`src/rtl/exc_ctrl.sv`:
```
// exc_ctrl: exception sequencer (flush, handler redirect, eret return) holding EPC/cause
module exc_ctrl #(
  parameter logic [31:0] HANDLER_VEC  = 32'h0000_0080,
  parameter int          FLUSH_CYCLES = 2
) (
  input  logic        clk,
  input  logic        rst_n,
  input  logic        udfist,
  input  logic [31:0] except_addr,
  input  logic        ovf,
  input  logic [31:0] ex_pc,
  input  logic        eret,
  output logic        flush,
  output logic        redirect_valid,
  output logic [31:0] redirect_addr,
  output logic [31:0] epc,
  output logic [4:0]  cause,
  output logic        in_handler,
  output logic        nested_drop,
  output logic [7:0]  exc_count
);
  localparam logic [1:0] IDLE    = 2'd0;
  localparam logic [1:0] FLUSH   = 2'd1;
  localparam logic [1:0] HANDLER = 2'd2;
  localparam logic [1:0] RETURN  = 2'd3;
  logic [1:0]  state_q, state_d;
  logic [2:0]  cnt_q, cnt_d;
  logic        flush_q, flush_d;
  logic        redirect_valid_q, redirect_valid_d;
  logic [31:0] redirect_addr_q, redirect_addr_d;
  logic [31:0] epc_q, epc_d;
  logic [4:0]  cause_q, cause_d;
  logic        in_handler_q, in_handler_d;
  logic        nested_drop_q, nested_drop_d;
  logic [7:0]  exc_count_q, exc_count_d;
  // next-state: cnt_q counts the flush cycles still to come after the current one
  always_comb begin
    state_d          = state_q;
    cnt_d            = cnt_q;
    flush_d          = flush_q;
    redirect_valid_d = 1'b0;
    redirect_addr_d  = redirect_addr_q;
    epc_d            = epc_q;
    cause_d          = cause_q;
    in_handler_d     = in_handler_q;
    nested_drop_d    = nested_drop_q;
    exc_count_d      = exc_count_q;
    case (state_q)
      IDLE: if (ovf || udfist) begin
        state_d          = FLUSH;
        cnt_d            = 3'(FLUSH_CYCLES - 1);
        flush_d          = 1'b1;
        redirect_valid_d = 1'b1;
        redirect_addr_d  = HANDLER_VEC;
        epc_d            = ovf ? ex_pc : except_addr;
        cause_d          = ovf ? 5'd12 : 5'd10;
        exc_count_d      = (exc_count_q == 8'hFF) ? exc_count_q : exc_count_q + 8'd1;
      end
      FLUSH: begin
        state_d      = (cnt_q == 3'd0) ? HANDLER : FLUSH;
        flush_d      = cnt_q != 3'd0;
        in_handler_d = cnt_q == 3'd0;
        cnt_d        = (cnt_q == 3'd0) ? cnt_q : cnt_q - 3'd1;
      end
      HANDLER: if (eret) begin
        state_d          = RETURN;
        flush_d          = 1'b1;
        redirect_valid_d = 1'b1;
        redirect_addr_d  = epc_q;
        in_handler_d     = 1'b0;
        nested_drop_d    = 1'b0;
      end else if (udfist || ovf) begin
        nested_drop_d = 1'b1;
      end
      default: begin
        state_d = IDLE;
        flush_d = 1'b0;
      end
    endcase
  end
  // state and registered outputs
  always_ff @(posedge clk or negedge rst_n) begin
    if (!rst_n) begin
      state_q          <= IDLE;
      cnt_q            <= '0;
      flush_q          <= 1'b0;
      redirect_valid_q <= 1'b0;
      redirect_addr_q  <= '0;
      epc_q            <= '0;
      cause_q          <= '0;
      in_handler_q     <= 1'b0;
      nested_drop_q    <= 1'b0;
      exc_count_q      <= '0;
    end else begin
      state_q          <= state_d;
      cnt_q            <= cnt_d;
      flush_q          <= flush_d;
      redirect_valid_q <= redirect_valid_d;
      redirect_addr_q  <= redirect_addr_d;
      epc_q            <= epc_d;
      cause_q          <= cause_d;
      in_handler_q     <= in_handler_d;
      nested_drop_q    <= nested_drop_d;
      exc_count_q      <= exc_count_d;
    end
  end
  assign flush          = flush_q;
  assign redirect_valid = redirect_valid_q;
  assign redirect_addr  = redirect_addr_q;
  assign epc            = epc_q;
  assign cause          = cause_q;
  assign in_handler     = in_handler_q;
  assign nested_drop    = nested_drop_q;
  assign exc_count      = exc_count_q;
endmodule

```
`config.mk`:
```
export PLATFORM = sky130hd
export DESIGN_NAME = exc_ctrl
export DESIGN_NICKNAME = d
export VERILOG_FILES = /design/src/rtl/exc_ctrl.sv
export SDC_FILE = /design/constraint.sdc
export NUM_CORES = 1
export LEC_CHECK = 0
export BUFFER_PORTS_ARGS = -buffer_cell sky130_fd_sc_hd__buf_2
export CAP_MARGIN = 20
export CORE_ASPECT_RATIO = 0.9
export CORE_MARGIN = 2
export CORE_UTILIZATION = 25
export CTS_BUF_LIST = sky130_fd_sc_hd__clkbuf_2 sky130_fd_sc_hd__clkbuf_4 sky130_fd_sc_hd__clkbuf_8
export DETAILED_ROUTE_END_ITERATION = 6
export GPL_TIMING_DRIVEN = 0
export PLACE_DENSITY_LB_ADDON = 0.1
export RECOVER_POWER = 25
export REMOVE_ABC_BUFFERS = 1
export SYNTH_ARGS = -nofsm -noshare
export SYNTH_HDL_FRONTEND = slang
export SYNTH_SLANG_ARGS = --single-unit
```
`constraint.sdc`:
```
create_clock -name clk -period 3.7 [get_ports clk]
set_clock_uncertainty 0.05 [all_clocks]
set_input_delay 0.185 -clock clk [delete_from_list [all_inputs] [get_ports clk]]
set_output_delay 0.185 -clock clk [all_outputs]
set_load 0.01 [all_outputs]
```
==> impl_metrics.json, run 1 <==
{
  "area_delta_synth_final_pct": 42.4,
  "synthFlopType": "dfrtp_1",
  "drc": 0,
  "track_usage_pct": 14.4,
  "cts_tree": "built",
  "grt_antenna_before_repair": 0,
  "synth_warnings": 0,
  "synth-seq-cells": 84,
  "cts_root_buf": "clkbuf_8",
  "violations": "capacitance limit, slew limit",
  "vias": 3252,
  "routabilityCongestion": 0.691,
  "grt_max_degree": 47,
  "synthCells": 343,
  "layout_common_cells": "buf_2 (146), dfrtp_1 (84), nand2_1 (69), nand3_1 (33), dlygate4sd3_1 (33)",
  "p_per_area_mw_per_mm2": 760,
  "grt_pass1_wl_um": 17700,
  "run_status": "complete, but fails checks",
  "grt-ovfl-total": 0,
  "chipHeight_um": 119,
  "start_util_pct": 25.9,
  "fin_hold_ws_ns": 0.0297,
  "dp_cells": 661,
  "arrival_ns": 2.75,
  "drtPass1Iterations": 4,
  "drive_gt1_share_pct": 34.4,
  "post-dp-hpwl_um": 7420,
  "diodes": 0,
  "clock_latency_ns": 0.36,
  "slowest_delay_ns": 0.62,
  "ys_seq_area_share_pct": 57.4,
  "clockBufferDepth": 2,
  "cpMaxStageDelayCell": "dfrtp_1",
  "peakVddDrop_mv": 0.222,
  "final_common_cell": "buf_2",
  "mappedNetlistArea_mm2": 0.00366,
  "grt_pass1_vias": 3234,
  "htree_levels": 3,
  "worstPathRequired_ns": 3.91,
  "drv_slew": 39,
  "nets": 584,
  "portBuffers": 147,
  "min_period_over_period_pct": 68.7,
  "io_pins": 150,
  "endpoint_kind": "flop",
  "synth_cell_type_count": 40,
  "cp_top_family": "buffers and inverters",
  "timing.final.crit_period_ns": 2.54,
  "tns_ns": 0,
  "p_leak_nw": 2.62,
  "crit_path_max_fanout": 25,
  "routedWlPerCell_um": 15.3,
  "drt_iter0_drc": 166,
  "maxSlewHeadroom_pct": -48.4,
  "path_clk_slew_ns": 0.09,
  "grt_setup_unrepaired": "false",
  "hold_viol_final": 0,
  "antenna_left": 0,
  "avgSynthCellArea_um2": 10.7,
  "utilization_pct": 36.9,
  "async_reset_ff_share_pct": 100,
  "hold_class": "input pin to flop",
  "core.rowCount": 41,
  "setup_ws_ns": 1.16,
  "die_x_um": 132,
  "setup-violations-final": 0,
  "worstMarginPinSlew_ns": 2.23,
  "finalNonFillerCells": 710,
  "worst-path-buf-inv": 2,
  "preCtsSetupSlack_ns": 1.05,
  "viasPerCell": 4.58,
  "routed_wirelength_um": 10900,
  "die_area_mm2": 0.0156,
  "fmax_ghz": 0.393,
  "dpl_cell_area_mm2": 0.00468,
  "crit_path_start_kind": "flop",
  "core_mm2": 0.0142,
  "max_cap_viol_count": 1,
  "worstSetupPathType": "flop to flop",
  "postCtsResizedCells": 0,
  "worstPathCellList": "o21bai_1 > a21o_1 > clkinv_1 > buf_16 > nand3_1 > nand2_1",
  "power_mw": 3.97,
  "synth_edf_count": 0,
  "stdcell_area_mm2": 0.00522,
  "cts_sinks": 84,
  "cts-buffers-inserted": 9
}
==> path summary, 6_finish.rpt <==
check                                 from                 to  slack [ns]  depth (start not counted)
worst min-delay path             ex_pc[13]            epc[13]        0.03                          2
worst min register to register    cause[3]           cause[3]        0.41                          1
worst max register to register  state_q[1]  redirect_addr[21]        1.16                          6
min in group asynchronous            rst_n           cause[1]        0.96                          2
worst max-delay path            state_q[1]  redirect_addr[21]        1.16                          6
max in group asynchronous            rst_n            epc[25]        1.36                          2
==> cell usage after synthesis, types with 5 or more instances <==
master,number,area [um^2]
a31oi_1,5,31.3
a221o_1,32,320
dfrtp_1,84,2100
nand2_1,69,259
clkbuf_1,14,52.6
nor3b_1,32,240
inv_1,6,22.5
nand3_1,33,165
buf_2,7,35.0
a21oi_1,7,35.0
==> routing by layer <==
metal / share of wire [%] / wire (um) / vias to the layer above / track usage (%)
met5: 0 / 0 / - / 0
met4: 0.98 / 107 / 0 / 3.67
met3: 5.5 / 604 / 5 / 4.64
met2: 48 / 5280 / 90 / 24.1
met1: 45 / 4910 / 1588 / 18.1
li1: - / - / 1569 / -
==> registers in the layout, summed over array words and instances (netlist names) <==
| register | count |
|---|---|
| in_handler | 1 |
| epc | 32 |
| state_q | 2 |
| redirect_addr | 32 |
| redirect_valid | 1 |
| exc_count | 8 |
| cnt_q | 3 |
| flush | 1 |
| nested_drop | 1 |
| cause | 3 |
==> logic make-up (layout without fill, tap and decap cells) <==
kind of cell / Yosys count / count (layout) / share of synthesized area (%)
other cells: 1 / 2 / 0.102
buf+inv: 37 / 210 / 4.75
flops: 84 / 84 / 57.4
xor+xnor: 2 / 2 / 0.478
compound gates: 57 / 57 / 13.1
fa+ha+maj: 3 / 3 / 1.02
mux: 3 / 3 / 1.02
simple gates: 156 / 156 / 22.1
==> cell type report <==
| type | count | area, um^2 |
|---|---|---|
| clock buffer | 9 | 124 |
| clock inverter | 7 | 91.3 |
| fill | 1490 | 8940 |
| inverter | 7 | 26.3 |
| multi-input combinational | 223 | 1410 |
| sequential | 84 | 2100 |
| tap | 193 | 241 |
| timing repair buffer | 187 | 1220 |
==> power by group <==
| group | internal, mW | total [mW] | switching (mW) | leakage [nW] |
|---|---|---|---|---|
| Sequential | 1.26 | 1.55 | 0.293 | 1.07 |
| Clock | 0.378 | 0.727 | 0.349 | 0.109 |
| Combinational | 0.766 | 1.69 | 0.921 | 1.44 |
| Total | 2.40 | 3.97 | 1.56 | 2.62 |
==> what timing repair did <==
item	4_1_cts	5_1_grt
hold buffers	33	0
setup buffers	0	0
endpoints found under the hold margin	71	0
Note: power is estimated with default switching activity, not from simulation.
==> run 2, diff against run 1 <==
==> constraint.sdc (replaced) <==
create_clock -name clk -period 2.15 [get_ports clk]
set_clock_uncertainty 0.05 [all_clocks]
set_input_delay 0.1075 -clock clk [delete_from_list [all_inputs] [get_ports clk]]
set_output_delay 0.1075 -clock clk [all_outputs]
set_load 0.01 [all_outputs]
==> run 2 against run 1 <==
- the flow now finishes without violations
- sequential share of layout area shrank 0.12 points
- clock power up 72%
- worst setup slack lost 0.99 ns
- global-route usage about the same
- first-iteration DRC count decreased by 7.8%
- clock-buffer cell count unchanged
- design area is 0.36% higher
- final cell count up 0.14%
- routed wire length grew 0.13%
- critical path type unchanged
- critical endpoint is now exc_count[1]
- largest power group unchanged
==> impl_metrics.json, run 2 (same netlist as run 1, synthesis figures left out) <==
{
  "drt_iter0_drc": 153,
  "worstPathRequired_ns": 2.35,
  "min_from": "except_addr[22]",
  "layout_common_cells": "buf_2 (146), dfrtp_1 (83), nand2_1 (69), dlygate4sd3_1 (34), nand3_1 (33)",
  "drc": 0,
  "grt_use_met3_pct": 4.73,
  "worst-path-buf-inv": 0,
  "cts_setup_buffers": 0,
  "internal-power_mw": 4.15,
  "min_period_over_period_pct": 92.2,
  "run_status": "finished clean",
  "hold_viol_final": 0,
  "nets": 585,
  "maxSlewHeadroom_pct": 29.9,
  "grt_pass1_vias": 3250,
  "vias": 3269,
  "dpl_cell_area_mm2": 0.00468,
  "core_mm2": 0.0142,
  "drv_slew": 0,
  "clock_latency_ns": 0.36,
  "grt_antenna_before_repair": 0,
  "portBuffers": 147,
  "p_per_area_mw_per_mm2": 1310,
  "routabilityCongestion": 0.691,
  "slowest_delay_ns": 0.63,
  "grt-ovfl-total": 0,
  "antenna_left": 0,
  "crit_path_start_kind": "flop",
  "power_switching_mw": 2.69,
  "hold_path_depth": 3,
  "drtPass1Iterations": 4,
  "hold_class": "input pin to flop",
  "switching_share_pct": 39.3,
  "die_x_um": 132,
  "htree_levels": 3,
  "routed_wirelength_um": 10900,
  "core.rowCount": 41,
  "endpoint_kind": "flop",
  "cts_root_buf": "clkbuf_8",
  "worstPathCellList": "or3_4 > a41o_1 > mux2_4",
  "fmax_ghz": 0.504,
  "peakVddDrop_mv": 0.399,
  "die_area_mm2": 0.0156,
  "worst-path-stages": 3,
  "power_frac_seq_pct": 39.1,
  "diodes": 0,
  "routedWlPerCell_um": 15.3,
  "cts_sinks": 84,
  "r2r-start": "state_q[0]",
  "tns_ns": 0,
  "cpMaxStageDelayCell": "or3_4",
  "start_util_pct": 25.9,
  "timing.final.crit_period_ns": 1.98,
  "max_cap_viol_count": 0,
  "area_delta_synth_final_pct": 42.9,
  "arrival_ns": 2.18,
  "grt_max_degree": 47,
  "stdcell_area_mm2": 0.00524,
  "met2_usage_pct": 24.1,
  "p_leak_nw": 2.63,
  "cts-buffers-inserted": 9,
  "ff2ff_path_depth": 3,
  "viasPerCell": 4.60,
  "grt_use_met1_pct": 18.1,
  "comb_power_share_pct": 42.6,
  "track_usage_pct": 14.5,
  "path_clk_slew_ns": 0.09,
  "final_common_cell": "buf_2",
  "drive_gt1_share_pct": 35.1,
  "grt_setup_unrepaired": "false",
  "crit_path_max_fanout": 36,
  "clockBufferDepth": 2,
  "busiest_layer": "met2",
  "worstSetupPathType": "flop to flop",
  "clock_power_share_pct": 18.3,
  "crit_start": "state_q[0]",
  "chipHeight_um": 119,
  "post-dp-hpwl_um": 7420,
  "cp_top_family": "simple AND/OR/NAND/NOR gates",
  "io_pins": 150,
  "grt_pass1_wl_um": 17800,
  "setup-violations-final": 0,
  "worstMarginPinSlew_ns": 1.05,
  "cts_tree": "built"
}
run 2: cell types whose count changed in the layout (fill, tap and decap cells not counted), sizes merged:
cell | previous run | this run
dlygate4sd3 | 33 | 34
run 2: final cells by class:
type | count | area [um^2]
Clock inverter | 7 | 91.3
Tap cell | 193 | 241
Inverter | 7 | 27.5
Multi-Input combinational cell | 223 | 1410
Clock buffer | 9 | 124
Sequential cell | 84 | 2100
Timing Repair Buffer | 188 | 1240
Fill cell | 1487 | 8920
run 2: final timing paths:
path / endpoint / slack [ns]
worst max-delay path: exc_count[1] / 0.17
worst min-delay path: epc[22] / 0.08
worst max register to register: exc_count[1] / 0.17
worst min register to register: cause[3] / 0.41
max in group asynchronous: state_q[1] / 0.87
min in group asynchronous: cause[1] / 0.40
run 2: worst min-delay path: cells and delay by family:
kind,cells,cell delay [ns]
AO/OA/AOI/OAI,1,0.13
buffers and inverters,1,0.07
AND/OR/NAND/NOR,1,0.16
run 2: metrics by stage:
stage / hold WS [ns] / total power [mW] / cells / worst slack (ns) / util, %
detailed placement: 0.0740 / 5.62 / 661 / -0.438 / 33.0
finish: 0.0794 / 6.84 / 711 / 0.168 / 37.0
floorplan: -0.238 / 4.14 / 314 / -0.295 / -
CTS: 0.0538 / 6.98 / 711 / 0.0804 / 37.0
global placement: 0.288 / 5.32 / 654 / -1.78 / 31.8
global route: 0.0717 / 7.39 / 711 / 0.0369 / 37.0
run 2: what timing repair did:
action                                 in CTS  in global routing
resized for setup                           3                  1
endpoints found under the hold margin      72                  0
setup endpoints to repair                  54                 23
hold buffers                               34                  0
run 2: power by group through the flow:
| stage | clock, mW | combinational, mW | sequential (mW) |
|---|---|---|---|
| finish | 1.25 | 2.92 | 2.67 |
| global route | 1.38 | 3.23 | 2.77 |
| CTS | 1.32 | 2.98 | 2.68 |
| detailed placement | 0 | 2.92 | 2.71 |
| global placement | 0 | 2.64 | 2.68 |
| floorplan | 0 | 1.29 | 2.85 |
run 2: metal layers:
metal  vias up  routed length (um)
met5         -                   0
met4         0                 142
met3         7                 639
met2        92                5300
met1      1601                4830
li1       1569                   -
==> run 3, diff against run 2 <==
--- a/config.mk
+++ b/config.mk
@@ -9,7 +9,7 @@
 export CAP_MARGIN = 20
 export CORE_ASPECT_RATIO = 0.9
 export CORE_MARGIN = 2
-export CORE_UTILIZATION = 25
+export CORE_UTILIZATION = 45
 export CTS_BUF_LIST = sky130_fd_sc_hd__clkbuf_2 sky130_fd_sc_hd__clkbuf_4 sky130_fd_sc_hd__clkbuf_8
 export DETAILED_ROUTE_END_ITERATION = 6
 export GPL_TIMING_DRIVEN = 0
==> run 3 against run 2 <==
- the run now ends with capacitance limit, slew limit left
- global-route usage rose by 7.2 points
- design area decreased by 3.2%
- routed wire length down 13%
- clock power barely moved
- sequential share of layout area is 1.3 points higher
- highest routed layer unchanged
- critical endpoint is now redirect_addr[28]
- non-clock buffer count down 3
- largest power group unchanged
- utilization rose by 26 points
- combinational power fell by 5%
- worst hold slack better by 0.016 ns
- final cell count down 14%
- maximum frequency rose by 3.6%
- critical path depth grew 3
==> impl_metrics.json, run 3 (same netlist as run 1, synthesis figures left out) <==
{
  "run_status": "complete, but fails checks",
  "violations": "capacitance limit, slew limit",
  "io_pins": 150,
  "slowest_delay_ns": 0.52,
  "grt_max_degree": 58,
  "final_common_cell": "buf_2",
  "grt_setup_unrepaired": "false",
  "power_frac_seq_pct": 39.7,
  "layout_common_cells": "buf_2 (146), dfrtp_1 (83), nand2_1 (69), dlygate4sd3_1 (34), nand3_1 (33)",
  "cpMaxStageDelayCell": "dfrtp_2",
  "area_delta_synth_final_pct": 38.4,
  "cts_setup_buffers": 0,
  "die_area_mm2": 0.00888,
  "tns_ns": 0,
  "comb_power_share_pct": 41.5,
  "power_mw": 6.70,
  "max_cap_viol_count": 1,
  "p_per_area_mw_per_mm2": 1320,
  "crit_path_max_fanout": 34,
  "htree_levels": 3,
  "hold_class": "input pin to flop",
  "core.rowCount": 31,
  "seqCellArea_mm2": 0.00210,
  "worstMarginPinSlew_ns": 1.58,
  "cts-buffers-inserted": 9,
  "cts_tree": "built",
  "switching_share_pct": 38.7,
  "setup.worst_path.end": "redirect_addr[28]",
  "timing.final.crit_period_ns": 1.91,
  "chipHeight_um": 89.6,
  "antenna_left": 0,
  "cts_sinks": 84,
  "multiInputGateArea_mm2": 0.00141,
  "drive_gt1_share_pct": 34.4,
  "routedWlPerCell_um": 15.6,
  "maxSlewHeadroom_pct": -5.04,
  "nets": 582,
  "track_usage_pct": 21.7,
  "power_switching_mw": 2.59,
  "grt_pass1_wl_um": 15100,
  "r2r-start": "state_q[1]",
  "grt_pass1_vias": 3029,
  "endpoint_kind": "flop",
  "fillers": 680,
  "regToRegEndpoint": "redirect_addr[28]",
  "dpl_cell_area_mm2": 0.00450,
  "worstPathCellList": "o21bai_1 > a21o_2 > buf_16 > clkinv_4 > nand3_1 > nand2_1",
  "finalNonFillerCells": 613,
  "routed_wirelength_um": 9540,
  "grt_antenna_before_repair": 0,
  "die_x_um": 99.1,
  "drtPass1Iterations": 4,
  "clockBufferDepth": 2,
  "worstSetupPathType": "flop to flop",
  "path_clk_slew_ns": 0.09,
  "drv_slew": 28,
  "min_period_over_period_pct": 89.0,
  "core_mm2": 0.00799,
  "internal-power_mw": 4.11,
  "setup-violations-final": 0,
  "worstPathRequired_ns": 2.34,
  "p_leak_nw": 2.60,
  "fmax_ghz": 0.523,
  "clock_power_share_pct": 18.8,
  "drc": 0,
  "start_util_pct": 45.9,
  "clock_latency_ns": 0.35,
  "cts_root_buf": "clkbuf_8",
  "dp_cells": 564,
  "crit_path_start_kind": "flop",
  "hold_viol_final": 0,
  "post-dp-hpwl_um": 6180,
  "crit_start": "state_q[1]",
  "arrival_ns": 2.11,
  "portBuffers": 147,
  "rrSetupSlack_ns": 0.24,
  "diodes": 0,
  "peakVddDrop_mv": 0.582,
  "viasPerCell": 5.29,
  "vias": 3240,
  "grt-ovfl-total": 0,
  "stdcell_area_mm2": 0.00507,
  "drt_iter0_drc": 111,
  "ff2ff_path_depth": 6,
  "routabilityCongestion": 0.810
}
==> run 3: critical path: cells and delay by family (launching register included) <==
kind,cells,cell delay (ns)
AO/OA/AOI/OAI,2,0.53
flip-flops,1,0.52
buffers and inverters,2,0.44
AND/OR/NAND/NOR,2,0.25
==> run 3: layout make-up <==
| class | count | area share, % |
|---|---|---|
| multi-input combinational | 223 | 27.9 |
| inverter | 7 | 0.617 |
| clock buffer | 10 | 2.71 |
| sequential | 84 | 41.5 |
| timing repair buffer | 185 | 23.2 |
| tap | 99 | 2.44 |
| clock inverter | 5 | 1.68 |
==> run 3: worst min path at each step <==
stage,depth (start not counted),to,slack [ns],start
floorplan,0,cause[1],-0.24,rst_n
global placement,2,epc[7],0.29,ex_pc[7]
detailed placement,1,redirect_addr[8],0.007,rst_n
CTS,3,epc[21],0.07,except_addr[21]
global route,3,epc[16],0.11,except_addr[16]
finish,3,epc[21],0.1,except_addr[21]
==> run 3: what timing repair did <==
item	4_1_cts	5_1_grt
hold buffers	34	0
resized for setup	4	1
endpoints found under the hold margin	61	0
setup endpoints to repair	34	32
==> run 3: per-layer routing <==
| metal | up-vias | GRT usage, % | wire [um] | part of all wire, % |
|---|---|---|---|---|
| met5 | - | 0 | 0 | 0 |
| met4 | 0 | 5.11 | 65 | 0.68 |
| met3 | 7 | 6.66 | 666 | 7.0 |
| met2 | 97 | 36.7 | 4670 | 49 |
| met1 | 1579 | 27.9 | 4130 | 43 |
| li1 | 1557 | - | - | - |
==> run 3: stage by stage <==
stage	utilization, %	hold slack [ns]	worst slack (ns)
after floorplan	-	-0.238	-0.295
after global placement	54.8	0.288	-1.48
after detailed placement	56.3	0.00691	-0.894
after CTS	63.5	0.0720	0.0972
after global routing	63.5	0.107	0.0586
final	63.5	0.0951	0.237
==> run 3: power groups by stage <==
stage	Clock (mW)	Combinational [mW]	Sequential, mW
after floorplan	0	1.29	2.85
after global placement	0	2.54	2.65
after detailed placement	0	2.74	2.68
after CTS	1.30	2.82	2.66
after global routing	1.35	3.09	2.75
final	1.26	2.78	2.66
